--- config.mk ---
export PLATFORM = sky130hd
export DESIGN_NAME = l2_arbiter
export DESIGN_NICKNAME = d
export VERILOG_FILES = /design/src/rtl/l2_arbiter.sv
export SDC_FILE = /design/constraint.sdc
export NUM_CORES = 1
export LEC_CHECK = 0
export CORE_AREA = 4 4 545 547
export DETAILED_ROUTE_END_ITERATION = 8
export DIE_AREA = 0 0 549 551
export GPL_ROUTABILITY_DRIVEN = 0
export SLEW_MARGIN = 20
export SYNTH_ARGS = -nofsm -noshare
export SYNTH_HDL_FRONTEND = slang
export SYNTH_SLANG_ARGS = --single-unit
export TNS_END_PERCENT = 20
--- constraint.sdc ---
create_clock -name clk -period 2.22 [get_ports clk]
set_input_delay 0.444 -clock clk [delete_from_list [all_inputs] [get_ports clk]]
set_output_delay 0.444 -clock clk [all_outputs]
set_load 0.01 [all_outputs]
--- src/rtl/l2_arbiter.sv ---
// Two-client miss arbiter: funnels L1 I-cache fills and L1 D-cache fills/writebacks
// onto one L2 port, one transaction at a time, with alternating priority on ties.
module l2_arbiter #(
    parameter int unsigned LINE_WIDTH  = 256,
    parameter int unsigned ADDR_WIDTH  = 32,
    parameter int unsigned OFFSET_BITS = 5
) (
    input  logic                  clk,
    input  logic                  rst_n,
    input  logic                  i_read,
    input  logic [ADDR_WIDTH-1:0] i_address,
    output logic [LINE_WIDTH-1:0] i_rdata,
    output logic                  i_resp,
    input  logic                  d_read,
    input  logic                  d_write,
    input  logic [ADDR_WIDTH-1:0] d_address,
    input  logic [LINE_WIDTH-1:0] d_wdata,
    output logic [LINE_WIDTH-1:0] d_rdata,
    output logic                  d_resp,
    output logic                  l2_read,
    output logic                  l2_write,
    output logic [ADDR_WIDTH-1:0] l2_address,
    output logic [LINE_WIDTH-1:0] l2_wdata,
    input  logic [LINE_WIDTH-1:0] l2_rdata,
    input  logic                  l2_resp
);

    localparam logic [ADDR_WIDTH-1:0] LINE_MASK = ~ADDR_WIDTH'((64'd1 << OFFSET_BITS) - 64'd1);

    typedef enum logic [2:0] {
        S_IDLE,
        S_BUSY_D,
        S_BUSY_I,
        S_RESP_D,
        S_RESP_I
    } state_t;

    state_t                r_state;
    logic                  r_last_d;
    logic                  r_l2_read;
    logic                  r_l2_write;
    logic [ADDR_WIDTH-1:0] r_addr;
    logic [LINE_WIDTH-1:0] r_wdata;
    logic [LINE_WIDTH-1:0] r_i_rdata;
    logic [LINE_WIDTH-1:0] r_d_rdata;
    logic                  r_i_resp;
    logic                  r_d_resp;

    logic w_d_req;
    logic w_grant_d;

    // D wins when I is idle or when I had the previous grant.
    assign w_d_req   = d_read | d_write;
    assign w_grant_d = w_d_req & (~i_read | ~r_last_d);

    always_ff @(posedge clk or negedge rst_n) begin
        if (!rst_n) begin
            r_state    <= S_IDLE;
            r_last_d   <= 1'b0;
            r_l2_read  <= 1'b0;
            r_l2_write <= 1'b0;
            r_addr     <= '0;
            r_wdata    <= '0;
            r_i_rdata  <= '0;
            r_d_rdata  <= '0;
            r_i_resp   <= 1'b0;
            r_d_resp   <= 1'b0;
        end else begin
            r_i_resp <= 1'b0;
            r_d_resp <= 1'b0;
            case (r_state)
                S_IDLE: begin
                    if (w_grant_d) begin
                        r_state    <= S_BUSY_D;
                        r_last_d   <= 1'b1;
                        r_l2_write <= d_write;
                        r_l2_read  <= ~d_write;
                        r_addr     <= d_address & LINE_MASK;
                        r_wdata    <= d_wdata;
                    end else if (i_read) begin
                        r_state    <= S_BUSY_I;
                        r_last_d   <= 1'b0;
                        r_l2_write <= 1'b0;
                        r_l2_read  <= 1'b1;
                        r_addr     <= i_address & LINE_MASK;
                    end
                end
                S_BUSY_D: begin
                    if (l2_resp) begin
                        if (!r_l2_write) begin
                            r_d_rdata <= l2_rdata;
                        end
                        r_l2_read  <= 1'b0;
                        r_l2_write <= 1'b0;
                        r_d_resp   <= 1'b1;
                        r_state    <= S_RESP_D;
                    end
                end
                S_BUSY_I: begin
                    if (l2_resp) begin
                        r_i_rdata <= l2_rdata;
                        r_l2_read <= 1'b0;
                        r_i_resp  <= 1'b1;
                        r_state   <= S_RESP_I;
                    end
                end
                S_RESP_D, S_RESP_I: begin
                    r_state <= S_IDLE;
                end
                default: begin
                    r_state <= S_IDLE;
                end
            endcase
        end
    end

    assign i_rdata    = r_i_rdata;
    assign d_rdata    = r_d_rdata;
    assign i_resp     = r_i_resp;
    assign d_resp     = r_d_resp;
    assign l2_read    = r_l2_read;
    assign l2_write   = r_l2_write;
    assign l2_address = r_addr;
    assign l2_wdata   = r_wdata;

    a_d_rw_exclusive: assert property (@(posedge clk) disable iff (!rst_n)
        !(d_read && d_write))
        else $error("l2_arbiter: d_read and d_write asserted together");

    a_stray_l2_resp: assert property (@(posedge clk) disable iff (!rst_n)
        (r_state != S_BUSY_D && r_state != S_BUSY_I) |-> !l2_resp)
        else $warning("l2_arbiter: l2_resp outside a transaction ignored");

    a_resp_exclusive: assert property (@(posedge clk) disable iff (!rst_n)
        !(r_i_resp && r_d_resp))
        else $error("l2_arbiter: i_resp and d_resp both high");

    a_strobe_exclusive: assert property (@(posedge clk) disable iff (!rst_n)
        !(r_l2_read && r_l2_write))
        else $error("l2_arbiter: l2_read and l2_write both high");

endmodule
Yosys cells after proc, flatten, opt, wreduce, memory -nomap -nowiden
Cells that the tools add are included.
{ "op_classes": {"n_addsub": 0, "mul": 0, "div_mod_pow": 0, "magnitude_cmp": 0, "eq_ne": 6, "n_shift": 0, "mux": 18, "bitwise_logic": 7, "n_reduce_logical": 12} }
{ "ops": {"columns": ["cell", "count"], "rows": [
  ["two-way mux 32 bit", 2],
  ["two-way mux 3 bit", 4],
  ["AND reduction 3 bit", 4],
  ["two-way mux 1 bit", 9],
  ["one-hot mux 3 bit (3 select lines)", 1],
  ["AND reduction 2 bit", 3],
  ["nonzero test 2 bit", 3],
  ["!= test 2 bit (second input constant)", 2],
  ["NOT 1 bit", 4],
  ["one-hot mux 1 bit (2 select lines)", 2],
  ["equality test 3 x 1 -> 1 bit (second input constant)", 1],
  ["equality test 3 x 2 -> 1 bit (second input constant)", 1],
  ["logical NOT 3 bit", 1],
  ["!= test 3 bit (second input constant)", 1],
  ["!= test 2 x 1 -> 1 bit (second input constant)", 1],
  ["OR 1 bit", 2],
  ["OR reduction 2 bit", 1],
  ["bitwise AND 1 bit", 1]
]} }
{ "word_totals": {"regBits": 808, "latchBits": 0, "ramBits": 0, "mem_bits_ro": 0, "inputBits": 582, "out_inout_bits": 804, "word_cells": 53, "memories": 0} }

Logic depth before layout (Yosys ltp)
{ "logic_depth": {"word_depth": 5, "mapped_depth": 7} }

Worst setup path before layout
Ideal clock, no wire load.
{ "synth_path": {"path_type": "input-to-reg", "startpoint": "in i_read", "endpoint": "reg r_addr[29], in the netlist l2_address[29]", "setup_ps": 136, "arrival_time_ps": 1596, "setup_slack_ps": 488, "path_stages": 5, "n_path_buf": 2, "cell_sequence": "or3_1 -> nand2_1 -> clkbuf_1 -> clkbuf_1 -> o21ai_0"} }
{ "synth_between": {"elab_chain_len": 5, "elab_cells_between_ends": 6} }
{ "synth_lines": {"columns": ["item", "line_no", "text"], "rows": [
  ["start: declaration", "10", "input logic i_read,"],
  ["NOT 1 bit", "54", "assign w_grant_d = w_d_req & (~i_read | ~r_last_d);"],
  ["OR 1 bit", "54", null],
  ["bitwise AND 1 bit", "54", null],
  ["nonzero test 2 bit (no line)", null, null],
  ["AND reduction 2 bit (no line)", null, null],
  ["end signal: assignment", "78", "r_addr <= d_address & LINE_MASK;"],
  ["end signal: assignment", "85", "r_addr <= i_address & LINE_MASK;"],
  ["end: declaration", "42", "logic [ADDR_WIDTH-1:0] r_addr;"]
]} }
Parallel ways exist; a longest one is shown, timed or not.
A chain may end at the register's enable or synchronous reset.

Worst setup path in the final report
{ "layout_path": {"startpoint": "reg r_addr[22], in the netlist l2_address[22]", "endpoint": "out l2_address[22]"} }
{ "layout_lines": {"columns": ["item", "line_no", "text"], "rows": [
  ["end: declaration", "22", "output logic [ADDR_WIDTH-1:0] l2_address,"]
]} }
No word-level cell between the ends.

==> impl_metrics.ini <==
[finish]
n_fill_cell = 31900
drive_gt1_share_pct = 33.4
syn2layout_area_growth_pct = 74.2
nets = 3858

[drt]
num_vias = 22300
drtAntennaViolNets = 0
drt-wirelength-per-cell_um = 26.9
avgViaCountPerCell = 3.06
drc = 0
drtPass1Iterations = 5
drtIter0Drc = 1046
wirelength_mm = 196

[worst_setup_path]
required_ns = 1.78
crit_slowest_cell = clkdlybuf4s15_1
cp-end-kind = primary output
startpoint_type = register
slowest_delay_ns = 0.52
critical_path.top_delay_family = buffers and inverters
setup.worst_path.class = reg -> out
r2r-start = r_state[2]
cp_max_fo = 2
r2r_end = l2_wdata[188]
r2r_cells = 5
critPathBufInv = 1
cp_cell_sequence = clkdlybuf4s15_1
crit_arrival_ns = 1.71
r2r_slack_ns = 0.08

[synthesis]
yosys.cell_count.top_type = dfrtp_1
synth_top_cell_area_share_pct = 67.2
ys_top_cells_by_count = dfrtp_1, mux2_2, buf_2
synth_top_cell_by_area = dfrtp_1
ys_seq_area_share_pct = 67.2
synth_edf_count = 0
syn_area_um2 = 29900
async_flop_share_pct = 100
synth.distinct_cells = 25
ys_top_cells_by_area = dfrtp_1, mux2_2, buf_2, mux2i_1, o21ai_0
ys_seq_elements = 803
ys.flop_type = dfrtp_1
synthCells = 1779
syn_area_per_cell_um2 = 16.8
yosysWarningCount = 0

[clock_tree]
cts_tree = done
cts_buffers = 100
clk_latency_ns = 0.81
cts.clk_slew.worst_paths_ns = 0.07
cts_max_level = 3
cts_buffer_depth = 4
cts_root_buf = clkbuf_16
cts_sinks = 803
cts_setup_buffers = 0

[status]
outcome = completed

[die]
fp.dieW_um = 549
ioPinCount = 1386
dieHeight_um = 551
core_um2 = 293000
dieArea_um2 = 302000
num_rows = 199
start_util_pct = 10.2

[sta]
drv_slew = 0
worst_slew_pin_slew_ns = 0.552
setup_violations = 0
slew-limit-headroom_pct = 63.4
fin_setup_tns_ns = 0
fin_crit_ns = 2.15
hold_viol = 0
fin_crit_sh_pct = 96.9
fin_skew_ns = 0.0688
rsz0062_at_grt = false
holdWs_ns = 0.212
max_freq_mhz = 465

[grt]
grt_max_degree = 85
gr-total-overflow = 0
grt_pass1_wl_mm = 246
grt_usage_pct = 12.4
antenna_found_initial = 179
first_global_vias = 23600

[power]
p_leak_nw = 21.8
peakVddDrop_mv = 0.781
power_per_cell_area_nw_per_um2 = 1500

[place]
port_buffers = 1370
post-dp-hpwl_mm = 172

[min_path]
hp-class = in -> async

[run]
drv_cap = 0
placed cells by master, fill, tap and decap left out, drive strengths merged:
cell / count
dlygate4sd3: 1
and2: 2
or3: 1
diode: 30
nand3: 2
nand2: 34
maj3: 1
dlygate4sd2: 538
dfrtp: 803
inv: 8
clkinvlp: 3
bufinv: 13
nand3b: 1
mux2i: 27
buf: 151
conb: 5
clkinv: 13
clkdlybuf4s15: 44
clkdlybuf4s50: 747
nor4: 1
nor3: 1
o21ai: 29
dlymetal6s2s: 7
nand2b: 1
clkbuf: 137
a2111oi: 1
a211oi: 1
mux2: 768
o32ai: 1
o211ai: 1
nor3b: 3
worst max-delay path by stage:
stage | start | endpoint | slack (ns) | cells past startpoint
floorplan | i_read | l2_address[29] | 0.49 | 5
global placement | l2_resp | i_rdata[228] | -0.37 | 6
global route | i_rdata[231] | i_rdata[231] | 0.0005 | 1
CTS | d_rdata[169] | d_rdata[169] | 0.0001 | 1
finish | l2_address[22] | l2_address[22] | 0.07 | 1
detailed placement | l2_resp | i_rdata[234] | -0.39 | 6
logic make-up after synthesis:
group / share of synthesized area (%)
flops: 67.2
mux: 29.8
buf+inv: 1.65
simple gates: 0.732
compound gates: 0.594
fa+ha+maj: 0.0335
other cells: 0.0125
final cells by class:
cell class                      instances  area [um^2]  area share (%)
Sequential cell                       803        20100            38.6
Tap cell                             3919         4900            9.41
Inverter                                1         3.75         0.00720
Clock inverter                         36          564            1.08
Multi-Input combinational cell        880         9360            18.0
Timing Repair Buffer                 1490        14300            27.4
Antenna cell                           30         75.1           0.144
Clock buffer                          135         2820            5.42
where the power goes:
group	internal, mW	total, mW	leakage (nW)	switching (mW)
Sequential	22.2	26.5	9.55	4.30
Combinational	17.5	34.8	10.6	17.3
Clock	10.4	17.1	1.66	6.67
registers in the layout, summed over array words and instances (netlist names):
signal,count
l2_read,1
d_rdata,256
l2_write,1
i_resp,1
l2_address,27
d_resp,1
i_rdata,256
r_last_d,1
r_state,3
l2_wdata,256
routing by layer:
layer	part of all wire, %	track usage, %	vias up
met5	0.52	0.547	-
met4	2.9	3.11	152
met3	17	9.63	429
met2	45	19.7	1273
met1	35	12.6	11100
li1	-	-	9354
through the flow:
| stage | instances | power, mW | area [um^2] | setup slack (ns) | util (%) |
|---|---|---|---|---|---|
| after floorplan | 1783 | 40.0 | 29900 | 0.488 | - |
| after global placement | 7092 | 65.7 | 49300 | -0.372 | 16.8 |
| after detailed placement | 7092 | 66.4 | 49300 | -0.386 | 16.8 |
| after CTS | 7264 | 80.2 | 52000 | 0.000130 | 17.8 |
| after global routing | 7276 | 82.5 | 52100 | 0.000517 | 17.8 |
| final | 7294 | 78.4 | 52100 | 0.0695 | 17.8 |
what timing repair did:
| action | CTS | global route |
|---|---|---|
| setup endpoints to repair | 584 | 11 |
| endpoints found under the hold margin | 249 | 0 |
| cloned | 0 | 0 |
| hold buffers | 1 | 0 |
| gates resized for setup | 664 | 11 |
Power figures use the tool's default switching activity.
